### src/rtl/mul_share_pkg.sv
// Shared definitions for the multiplier-sharing arbiter.
//   DefNReq / DefMulLat : default requester count and multiplier latency.
//   MaxNReq / TagW      : largest supported requester count and the tag field width it needs.
//   tag_entry_t         : one tag-pipe stage (valid bit plus requester tag).
//   tag_width()         : clog2(n), clamped to at least one bit, for grant-index buses.
// Optional feature macro used by the block: MUL_SHARE_PRIO_EN.
package mul_share_pkg;

  localparam int unsigned DefNReq   = 4;
  localparam int unsigned DefMulLat = 4;
  localparam int unsigned MaxNReq   = 8;
  localparam int unsigned TagW      = $clog2(MaxNReq);

  typedef struct packed {
    logic            valid;
    logic [TagW-1:0] tag;
  } tag_entry_t;

  function automatic int unsigned tag_width(input int unsigned n);
    return (n < 2) ? 1 : $clog2(n);
  endfunction

endpackage

### src/rtl/rr_arbiter.sv
// Round-robin arbiter: picks one request per cycle, searching upward from the index after
// the last granted one and wrapping around.
//   clk_i     : clock
//   rst_i     : synchronous active-high reset; makes index 0 the highest priority
//   req_i     : request vector
//   en_i      : allow the pointer to advance when a grant is made
//   gnt_o     : one-hot grant (combinational)
//   gnt_idx_o : binary index of the grant (valid when gnt_o is non-zero)
module rr_arbiter #(
  parameter int unsigned NReq = 4,
  parameter int unsigned IdxW = 2
) (
  input  logic            clk_i,
  input  logic            rst_i,
  input  logic [NReq-1:0] req_i,
  input  logic            en_i,
  output logic [NReq-1:0] gnt_o,
  output logic [IdxW-1:0] gnt_idx_o
);

  logic [IdxW-1:0] ptr_q, ptr_d;
  logic [NReq-1:0] req_hi;
  logic [IdxW-1:0] sel_hi, sel_lo;
  logic            any_hi, any_lo;

  always_comb begin
    // Requests strictly above the last grant win first; otherwise wrap to the lowest one.
    req_hi = '0;
    for (int i = 0; i < int'(NReq); i++) begin
      req_hi[i] = req_i[i] && (i > int'(ptr_q));
    end
    sel_hi = '0;
    sel_lo = '0;
    any_hi = 1'b0;
    any_lo = 1'b0;
    for (int i = int'(NReq) - 1; i >= 0; i--) begin
      if (req_hi[i]) begin
        any_hi = 1'b1;
        sel_hi = IdxW'(i);
      end
      if (req_i[i]) begin
        any_lo = 1'b1;
        sel_lo = IdxW'(i);
      end
    end
    gnt_idx_o = any_hi ? sel_hi : sel_lo;
    gnt_o     = '0;
    if (any_lo) begin
      gnt_o[gnt_idx_o] = 1'b1;
    end
    ptr_d = (en_i && any_lo) ? gnt_idx_o : ptr_q;
  end

  always_ff @(posedge clk_i) begin
    if (rst_i) begin
      ptr_q <= IdxW'(NReq - 1);
    end else begin
      ptr_q <= ptr_d;
    end
  end

endmodule

### src/rtl/mul_share_arbiter.sv
// Shares one external pipelined 32x32 multiplier among NREQ requesters.
// One requester is granted per cycle; its operands are registered onto mul_a/mul_b and a
// valid+tag entry travels down a tag pipe aligned with the multiplier so the product can be
// routed back as a one-cycle rsp_valid pulse, MUL_LAT+1 cycles after the accepting edge.
//   clk, rst             : clock, synchronous active-high reset
//   req_valid/req_ready  : per-requester handshake (ready only on the granted index)
//   req_a, req_b         : packed 32-bit operands, requester i at [32i+31:32i]
//   rsp_valid/rsp_result : per-requester response pulse and 64-bit product
//   mul_a, mul_b         : operands to the shared multiplier
//   mul_result           : product from the shared multiplier, MUL_LAT cycles after mul_a/mul_b
// Macro MUL_SHARE_PRIO_EN: requester 0 gets fixed priority, round-robin among the rest.
module mul_share_arbiter
  import mul_share_pkg::*;
#(
  parameter int unsigned NREQ    = DefNReq,
  parameter int unsigned MUL_LAT = DefMulLat
) (
  input  logic                 clk,
  input  logic                 rst,
  input  logic [NREQ-1:0]      req_valid,
  output logic [NREQ-1:0]      req_ready,
  input  logic [32*NREQ-1:0]   req_a,
  input  logic [32*NREQ-1:0]   req_b,
  output logic [NREQ-1:0]      rsp_valid,
  output logic [63:0]          rsp_result,
  output logic [31:0]          mul_a,
  output logic [31:0]          mul_b,
  input  logic [63:0]          mul_result
);

  localparam int unsigned ArbW = tag_width(NREQ);

  logic [NREQ-1:0] arb_req, arb_gnt, grant, grant_m;
  logic [ArbW-1:0] arb_idx, grant_idx;
  logic            arb_en, any_grant;
  logic [31:0]     sel_a, sel_b;
  logic [31:0]     mul_a_q, mul_a_d, mul_b_q, mul_b_d;
  tag_entry_t      iss_q, iss_d;
  tag_entry_t      pipe_q [MUL_LAT];
  tag_entry_t      pipe_d [MUL_LAT];
  tag_entry_t      tail;
  logic [NREQ-1:0] rsp_valid_q, rsp_valid_d;
  logic [63:0]     rsp_result_q, rsp_result_d;

  rr_arbiter #(
    .NReq (NREQ),
    .IdxW (ArbW)
  ) u_rr_arbiter (
    .clk_i     (clk),
    .rst_i     (rst),
    .req_i     (arb_req),
    .en_i      (arb_en),
    .gnt_o     (arb_gnt),
    .gnt_idx_o (arb_idx)
  );

  always_comb begin
`ifdef MUL_SHARE_PRIO_EN
    // Requester 0 bypasses the arbiter; the round-robin pointer only moves on others.
    arb_req   = {req_valid[NREQ-1:1], 1'b0};
    grant     = req_valid[0] ? NREQ'(1) : arb_gnt;
    grant_idx = req_valid[0] ? '0 : arb_idx;
    arb_en    = !req_valid[0];
`else
    arb_req   = req_valid;
    grant     = arb_gnt;
    grant_idx = arb_idx;
    arb_en    = 1'b1;
`endif
    grant_m   = rst ? '0 : grant;
    any_grant = |grant_m;
  end

  assign req_ready = grant_m;

  // Operand mux and issue stage.
  always_comb begin
    sel_a = '0;
    sel_b = '0;
    for (int i = 0; i < int'(NREQ); i++) begin
      if (grant_m[i]) begin
        sel_a = req_a[32*i +: 32];
        sel_b = req_b[32*i +: 32];
      end
    end
    mul_a_d   = any_grant ? sel_a : mul_a_q;
    mul_b_d   = any_grant ? sel_b : mul_b_q;
    iss_d.valid = any_grant;
    iss_d.tag   = TagW'(grant_idx);
  end

  // Tag pipe: iss_q rides alongside mul_a/mul_b, pipe_q tracks the multiplier's stages so the
  // tail is valid in the same cycle its product sits on mul_result.
  always_comb begin
    pipe_d[0] = iss_q;
    for (int k = 1; k < int'(MUL_LAT); k++) begin
      pipe_d[k] = pipe_q[k-1];
    end
    tail = pipe_q[MUL_LAT-1];
    for (int i = 0; i < int'(NREQ); i++) begin
      rsp_valid_d[i] = tail.valid && (tail.tag == TagW'(i));
    end
    rsp_result_d = tail.valid ? mul_result : '0;
  end

  always_ff @(posedge clk) begin
    if (rst) begin
      mul_a_q      <= '0;
      mul_b_q      <= '0;
      iss_q        <= '0;
      for (int k = 0; k < int'(MUL_LAT); k++) begin
        pipe_q[k] <= '0;
      end
      rsp_valid_q  <= '0;
      rsp_result_q <= '0;
    end else begin
      mul_a_q      <= mul_a_d;
      mul_b_q      <= mul_b_d;
      iss_q        <= iss_d;
      pipe_q       <= pipe_d;
      rsp_valid_q  <= rsp_valid_d;
      rsp_result_q <= rsp_result_d;
    end
  end

  assign mul_a      = mul_a_q;
  assign mul_b      = mul_b_q;
  // Gated so the outputs read zero for the whole reset cycle, not just after its edge.
  assign rsp_valid  = rst ? '0 : rsp_valid_q;
  assign rsp_result = rst ? '0 : rsp_result_q;

endmodule

### config.mk
export PLATFORM = sky130hd
export DESIGN_NAME = mul_share_arbiter
export DESIGN_NICKNAME = d
export VERILOG_FILES = /design/src/rtl/mul_share_pkg.sv /design/src/rtl/rr_arbiter.sv /design/src/rtl/mul_share_arbiter.sv
export SDC_FILE = /design/constraint.sdc
export NUM_CORES = 1
export LEC_CHECK = 0
export ABC_AREA = 1
export BUFFER_PORTS_ARGS = -buffer_cell sky130_fd_sc_hd__buf_2
export CAP_MARGIN = 20
export CORE_AREA = 2 2 179 181
export DETAILED_ROUTE_END_ITERATION = 7
export DIE_AREA = 0 0 181 183
export PLACE_DENSITY = 0.52
export REMOVE_ABC_BUFFERS = 1
export SETUP_SLACK_MARGIN = 0.15
export SYNTH_ARGS = -nofsm -noshare
export SYNTH_HDL_FRONTEND = slang
export SYNTH_SLANG_ARGS = --single-unit
export TNS_END_PERCENT = 1
### constraint.sdc
create_clock -name clk -period 2 [get_ports clk]
set_clock_uncertainty 0.15 [all_clocks]
set_input_delay 0 -clock clk [delete_from_list [all_inputs] [get_ports clk]]
set_output_delay 0 -clock clk [all_outputs]
set_load 0.005 [all_outputs]
==> summary.md, run 1 <==
| Metric | Value |
|---|---|
| Vias in the first global route | ~11,000 |
| TNS Setup | -55.2 ps |
| Initial core utilization | 0.233 |
| Total Routing Usage GR | 0.223 |
| Die area | around 0.033 mm² |
| # rows | 65 |
| Final setup margin | -25.4 ps |
| Worst slew pin tran | ~780 ps |
| Clock insertion delay at the later pin of the skew report | 420 ps |
| Post-Syn Area | 0.00729 mm² |
| # H-tree levels | 4 |
| Status | finished, violations left |
| Clock Sink Count | 149 |
| Via-to-Cell Ratio | ~4.6 |
| Synth warnings | 0 |
| Synth cell types | 21 |
| Detailed Place HPWL | approximately 23 mm |
| WL/cell | around 16 µm |
| DR vias | between 10,000 and 15,000 |
| Dominant cells by area after synthesis | dfxtp_1 (41%), nor2_1 (16%), nand2_1 (11%), nand4_1 (9.3%), inv_1 (9.0%) |
| CP max-delay cell | dfxtp_2 |
| Final #Nets | between 2,000 and 2,500 |
| I/O pin count | 462 |
| Fill cell count | between 3,000 and 4,000 |
| Initial antenna violation count | 2 |
| Detail Route Antenna Nets | 0 |
| Routability congestion estimate | approximately 0.85 |
| Final Max Tran Viols | 0 |
| Yosys top cell by area | dfxtp_1 |
| Post-Route Utilization | 0.465 |
| Syn Area/Cell | 6.34 µm² |
| Iteration-0 DRC Markers | about 580 |
| Sequential share of the synthesized area | 0.409 |
| CP arrival | about 2200 ps |
| Slowest cell delay on critical path | 340 ps |
| First-pass GRT wire length | between 50 and 60 mm |
| TritonCTS buffer count | 17 |
| Setup Crit Path Kind | flip-flop to flip-flop |
| Failing checks | negative setup slack |
| Max-cap violations | 0 |
| Crit Path Max Fanout | 13 |
| Yosys reg bits | roughly 150 |
| Crit path max-delay family | simple AND/OR/NAND/NOR gates |
| Max IR drop VDD | ~550 µV |
| Post-route clock period utilization | 1.01 |
| Worst min-delay path class | primary input to flip-flop |
| Minimum clock period | a little over 2000 ps |
| Pin count of the biggest net entering global routing | 70 |
| Crit end category | flip-flop |
| WL final | approximately 39 mm |
| DRC | 0 |
| Worst Path Buf+Inv | 6 |
| Clock Tree Buf Depth | 2 |
| Power Density | around 640 mW/mm² |
| Die width | between 150 and 200 µm |
| Critical Path RT | between 2000 and 2500 ps |
| Crit-path cells | inv_2 > nand3_2 > buf_6 > inv_4 > buf_6 > nor2_4 > nand3_4 > nor2_4 > buf_4 > buf_16 > nand2_1 > nand3_1 > nor2_1 > nor2_1 |
| CP Launch Type | flip-flop |
| Cells after synthesis | ~1,200 |
| CTS tree | built |
| Setup violators final | 6 |
| Worst-path clk slew | approximately 70 ps |
| Relative slew slack | 0.477 |
| Layout cells sized above 1 | 0.302 |
| DR pass1 iterations | 6 |
| Peak Freq | 0.494 GHz |
| Clock root buffer | clkbuf_16 |
| Syn-to-layout area delta | 99.3% |
| Top-area cell type share of the netlist area | 0.409 |
| Die Ht | roughly 180 µm |
| Unrepaired setup endpoints after global routing | true |
| Fin. Hold Viols | 0 |
| P_leak | around 0.0072 µW |
| Core box area | 0.0312 mm² |
| Buffers on Ports | 461 |
| GRT Residual Overflow | 0 |
## cell families after synthesis
family	Yosys count	share of synthesized area
and+or+nand+nor	695	0.412
DFF	149	0.409
AOI/OAI and AO/OA	47	0.0329
buffers and inverters	259	0.146
## worst register-to-register path, delay by kind of cell (launching register included)
family | cells | cell delay (ps)
buffers and inverters | 6 | 640
AND/OR/NAND/NOR | 8 | 850
flip-flops | 1 | 340
## final cells by class
type                            count  area, µm²  share of cell area
Multi-Input combinational cell    742       3360               0.231
Clock buffer                       17        425              0.0293
Tap cell                          402        503              0.0346
Antenna cell                        3       7.51            0.000517
Sequential cell                   149       2990               0.205
Timing Repair Buffer              845       6400               0.440
Clock inverter                     15        180              0.0124
Inverter                          178        676              0.0465
## placed cells by master (no fill, tap or decap), types with 7 or more instances in the layout
master           n
o21ai_0         43
buf_4           29
nand2_2          7
nand3_1         58
dfxtp_1        147
clkbuf_16       18
inv_1          174
buf_2          458
buf_6           12
nor2_1         299
nand4_1        108
nand3_2          8
buf_12          13
nand2_1        198
dlygate4sd3_1  323
## synth_stat cells
master,count
o211ai_1,1
a21oi_1,2
nand2_2,2
inv_2,3
buf_2,22
nand3_2,2
nand3_1,65
nor3_1,5
buf_6,7
buf_1,5
inv_1,175
nand2_1,205
clkbuf_1,43
buf_4,4
dfxtp_1,149
nor2_2,4
nand4_1,108
nor2_1,303
o21bai_1,1
o21ai_0,43
nor2_4,1
## sequential cells by signal, summed over array words and instances, names as in the netlist
| name | count |
|---|---|
| iss_q | 3 |
| mul_a | 32 |
| mul_b | 32 |
| pipe_d | 9 |
| pipe_q | 3 |
| rsp_result_q | 64 |
| rsp_valid_q | 4 |
| u_rr_arbiter.ptr_q | 2 |
## report_power, final
group	switching [µW]	leakage (µW)	internal (µW)
logic	1340	0.00570	1370
registers	76.3	0.00122	3130
clock network	1520	0.000292	1800
total	2940	0.00721	6310
## what timing repair did
action | CTS | global route
endpoints found under the setup margin | 69 | 68
setup buffers | 15 | 1
endpoints found under the hold margin | 131 | 0
gates resized for setup | 28 | 16
gates cloned | 7 | 1
hold buffers | 323 | 0
pin swaps | 11 | 10
## final timing paths
path / startpoint / end / slack [ps] / cells past startpoint
hold reg to reg: pipe_d[1] / pipe_q[1] / 250 / 2
setup / recovery: u_rr_arbiter.ptr_q[1] / mul_a[2] / -30 / 14
hold / removal: rst / mul_b[19] / 90 / 3
setup reg to reg: u_rr_arbiter.ptr_q[1] / mul_a[2] / -30 / 14
## layer usage
metal | track usage | wire [µm]
met3 | 0.0600 | 3250
met2 | 0.398 | 18400
met1 | 0.231 | 14300
met4 | 0.152 | 2550
met5 | 0 | 0
## through the flow
step | setup WS, ps | instance area [µm²] | hold WS, ps | power, µW | instances
after floorplan | -1890 | 6890 | -119 | 4030 | 1069
after global placement | -222 | 10200 | 62.0 | 5090 | 1969
after detailed placement | -234 | 10200 | 68.7 | 5100 | 1969
after CTS | -31.5 | 14400 | 72.0 | 9270 | 2346
after global routing | -147 | 14500 | 113 | 9720 | 2350
final | -25.4 | 14500 | 89.2 | 9250 | 2351
Power figures use the tool's default switching activity.
==> run 2, diff against run 1 <==
- CORE_AREA: 2 2 179 181 -> 8 8 174 176
- DIE_AREA: 0 0 181 183 -> 0 0 182 184
- PLACE_DENSITY: 0.52 -> 0.57
- RECOVER_POWER: default -> 50
==> run 2 against run 1 <==
  * The flow now finishes without violations
  * Wire length grew 6.8%
  * Sequential share of layout area shrank 0.22 points
  * Die area rose by 1.1%
  * Largest power group unchanged
  * Register-to-register slack gained 90 ps
  * Sequential power about the same
==> summary.md, run 2 (synthesized netlist as in run 1, its figures left out) <==
| Metric | Value |
|---|---|
| Clock share of power | 0.358 (-0.002) |
| Setup Crit Path Kind | flip-flop to flip-flop |
| Peak Freq | 0.516 GHz (+4.5%) |
| Int Pwr | 6160 µW (-2.3%) |
| Status | completed |
| First-pass GRT wire length | 60.2 mm (+4.3%) |
| Post-DP Area | 0.0100 mm² (-1.7%) |
| Clock Sink Count | 149 (unchanged) |
| Relative slew slack | 0.673 (+0.196) |
| Worst-path clk slew | 70 ps (about the same) |
| DR pass1 iterations | 6 (unchanged) |
| DR top layer | met4 |
| CP Launch Type | flip-flop |
| Seq pwr share | 0.347 (about the same) |
| Initial core utilization | 0.265 (+0.0319) |
| Fin. Hold Viols | 0 (unchanged) |
| Unrepaired setup endpoints after global routing | true |
| Detailed Place HPWL | 23.9 mm (+4.2%) |
| Crit end category | flip-flop |
| Detail Route Antenna Nets | 0 (unchanged) |
| Final Max Tran Viols | 0 (unchanged) |
| CTS tree | built |
| Reg with most FFs | rsp_result_q |
| Routed metal-1 wirelength | 15.0 mm (+5.0%) |
| # rows | 61 (-6.2%) |
| DR vias | 10,900 (+0.60%) |
| Max IR drop VDD | 541 µV (-2.0%) |
| CP arrival | 2160 ps (-80 ps) |
| Commonest non-fill, non-tap cell in the layout | buf_2 |
| Slowest cell delay on critical path | 360 ps (+20 ps) |
| Clock insertion delay at the later pin of the skew report | 420 ps (about the same) |
| Clock root buffer | clkbuf_16 |
| Pin count of the biggest net entering global routing | 104 (+49%) |
| WL/cell | 17.9 µm (+9.6%) |
| Largest register FFs | 64 (unchanged) |
| Met3 WL | 3.96 mm (+22%) |
| Initial antenna violation count | 9 (+7) |
| Vias in the first global route | 11,200 (-0.045%) |
| Layout cells sized above 1 | 0.309 (+0.00637) |
| Total Routing Usage GR | 0.226 (+0.00268) |
| Crit Path Max Fanout | 13 (unchanged) |
| Final #Nets | 2,248 (-0.49%) |
| Via-to-Cell Ratio | 4.75 (+3.2%) |
| Buffers on Ports | 461 (unchanged) |
| Worst min-delay path class | primary input to flip-flop |
| CP max-delay cell | dfxtp_4 |
| Die width | 182 µm (+0.55%) |
| Worst slew pin tran | 491 ps (-294 ps) |
| Die Ht | 184 µm (+0.55%) |
| Switching share of power | 0.335 (+0.0172) |
| Setup violators final | 0 (-6) |
| Syn-to-layout area delta | 102% |
| Critical Path RT | 2220 ps (about the same) |
| Final Power | 9270 µW (+0.19%) |
| Core box area | 0.0275 mm² (-12%) |
| Minimum clock period | 1940 ps (-86.7 ps) |
| Final Cell Area | 0.0147 mm² (+1.2%) |
| WL final | 41.1 mm (+6.8%) |
| I/O pin count | 462 (unchanged) |
| Psw | 3110 µW (+5.6%) |
| GRT Residual Overflow | 0 (unchanged) |
| Most frequent cells in the layout | buf_2 (394), dlygate4sd3_1 (321), nor2_1 (295), inv_1 (172), nand2_1 (156) |
| Iteration-0 DRC Markers | 600 (+4.2%) |
| # H-tree levels | 4 (unchanged) |
| Power Density | 630 mW/mm² (-0.98%) |
| Post-route clock period utilization | 0.969 (-0.0434) |
| DRC | 0 (unchanged) |
| Die area | 0.0335 mm² (+1.1%) |
| Max-cap violations | 0 (unchanged) |
| TritonCTS buffer count | 17 (unchanged) |
| Clock Tree Buf Depth | 2 (unchanged) |
| WL met2 | 19.7 mm (+7.0%) |
| Comb pwr share | 0.295 (about the same) |
| Routability congestion estimate | 0.846 (-0.79%) |
| P_leak | 0.00717 µW (-0.53%) |
| TNS Setup | 0 ps (+55.2 ps) |
| Crit-path cells | inv_4 > nand3_4 > buf_4 > nand2_4 > nand2_1 > nor2_4 > buf_6 > clkbuf_16 > nand2_1 > nand3_1 > nor2_1 > nor2_1 |
## run 2: cell count changes in the layout (fill, tap and decap cells not counted), sizes merged
cell / change
buf: -76
bufbuf: -2
bufinv: -1
clkbuf: +68
clkinv: +5
clkinvlp: -2
diode: +7
dlygate4sd3: -2
inv: -2
nor2: +1
## run 2: metrics by stage
step	util	cells	hold slack [ps]	setup WS, ps
finish	0.535	2291	2.29	61.3
global route	0.535	2291	0.706	-48.2
CTS	0.514	2275	0.733	84.6
detailed placement	0.364	1905	69.1	-183
global placement	0.364	1905	62.7	-117
floorplan	-	1069	-119	-1890
## run 2: critical path: cells and delay by family (launching register included)
kind | cells | cell delay, ps
and+or+nand+nor | 8 | 790
buffers and inverters | 4 | 570
DFF | 1 | 360
## run 2: layer usage
layer / vias to the layer above / track usage
met5: - / 0
met4: 0 / 0.143
met3: 175 / 0.0727
met2: 748 / 0.387
met1: 4843 / 0.239
li1: 5121 / -
## run 2: power groups by stage
stage | Clock (µW) | Combinational, µW | Sequential [µW]
detailed placement | 0 | 1740 | 3270
floorplan | 0 | 754 | 3280
global placement | 0 | 1740 | 3270
CTS | 3410 | 2420 | 3210
finish | 3320 | 2730 | 3220
global route | 3540 | 2950 | 3230
## run 2: timing repair
| action | 4_1_cts | 5_1_grt |
|---|---|---|
| gates resized for setup | 28 | 133 |
| hold buffers | 321 | 0 |
| cloned | 4 | 5 |
| hold endpoints to repair | 132 | 0 |
| setup buffers | 13 | 1 |
| pin swaps | 10 | 121 |
| endpoints found under the setup margin | 67 | 87 |
## run 2: area by class of cell
class / count / area, µm²
Sequential cell: 149 / 2990
Clock inverter: 15 / 179
Antenna cell: 10 / 25.0
Inverter: 178 / 681
Clock buffer: 17 / 425
Fill cell: 2479 / 12800
Timing Repair Buffer: 833 / 6210
Multi-Input combinational cell: 743 / 3760
Tap cell: 346 / 433
## run 2: final timing paths
kind / from / end / slack (ps) / cells after the start
max reg2reg: u_rr_arbiter.ptr_q[1] / mul_a[21] / 60 / 12
min reg2reg: pipe_d[7] / pipe_d[3] / 250 / 2
max: u_rr_arbiter.ptr_q[1] / mul_a[21] / 60 / 12
min: req_valid[0] / u_rr_arbiter.ptr_q[0] / 2 / 5
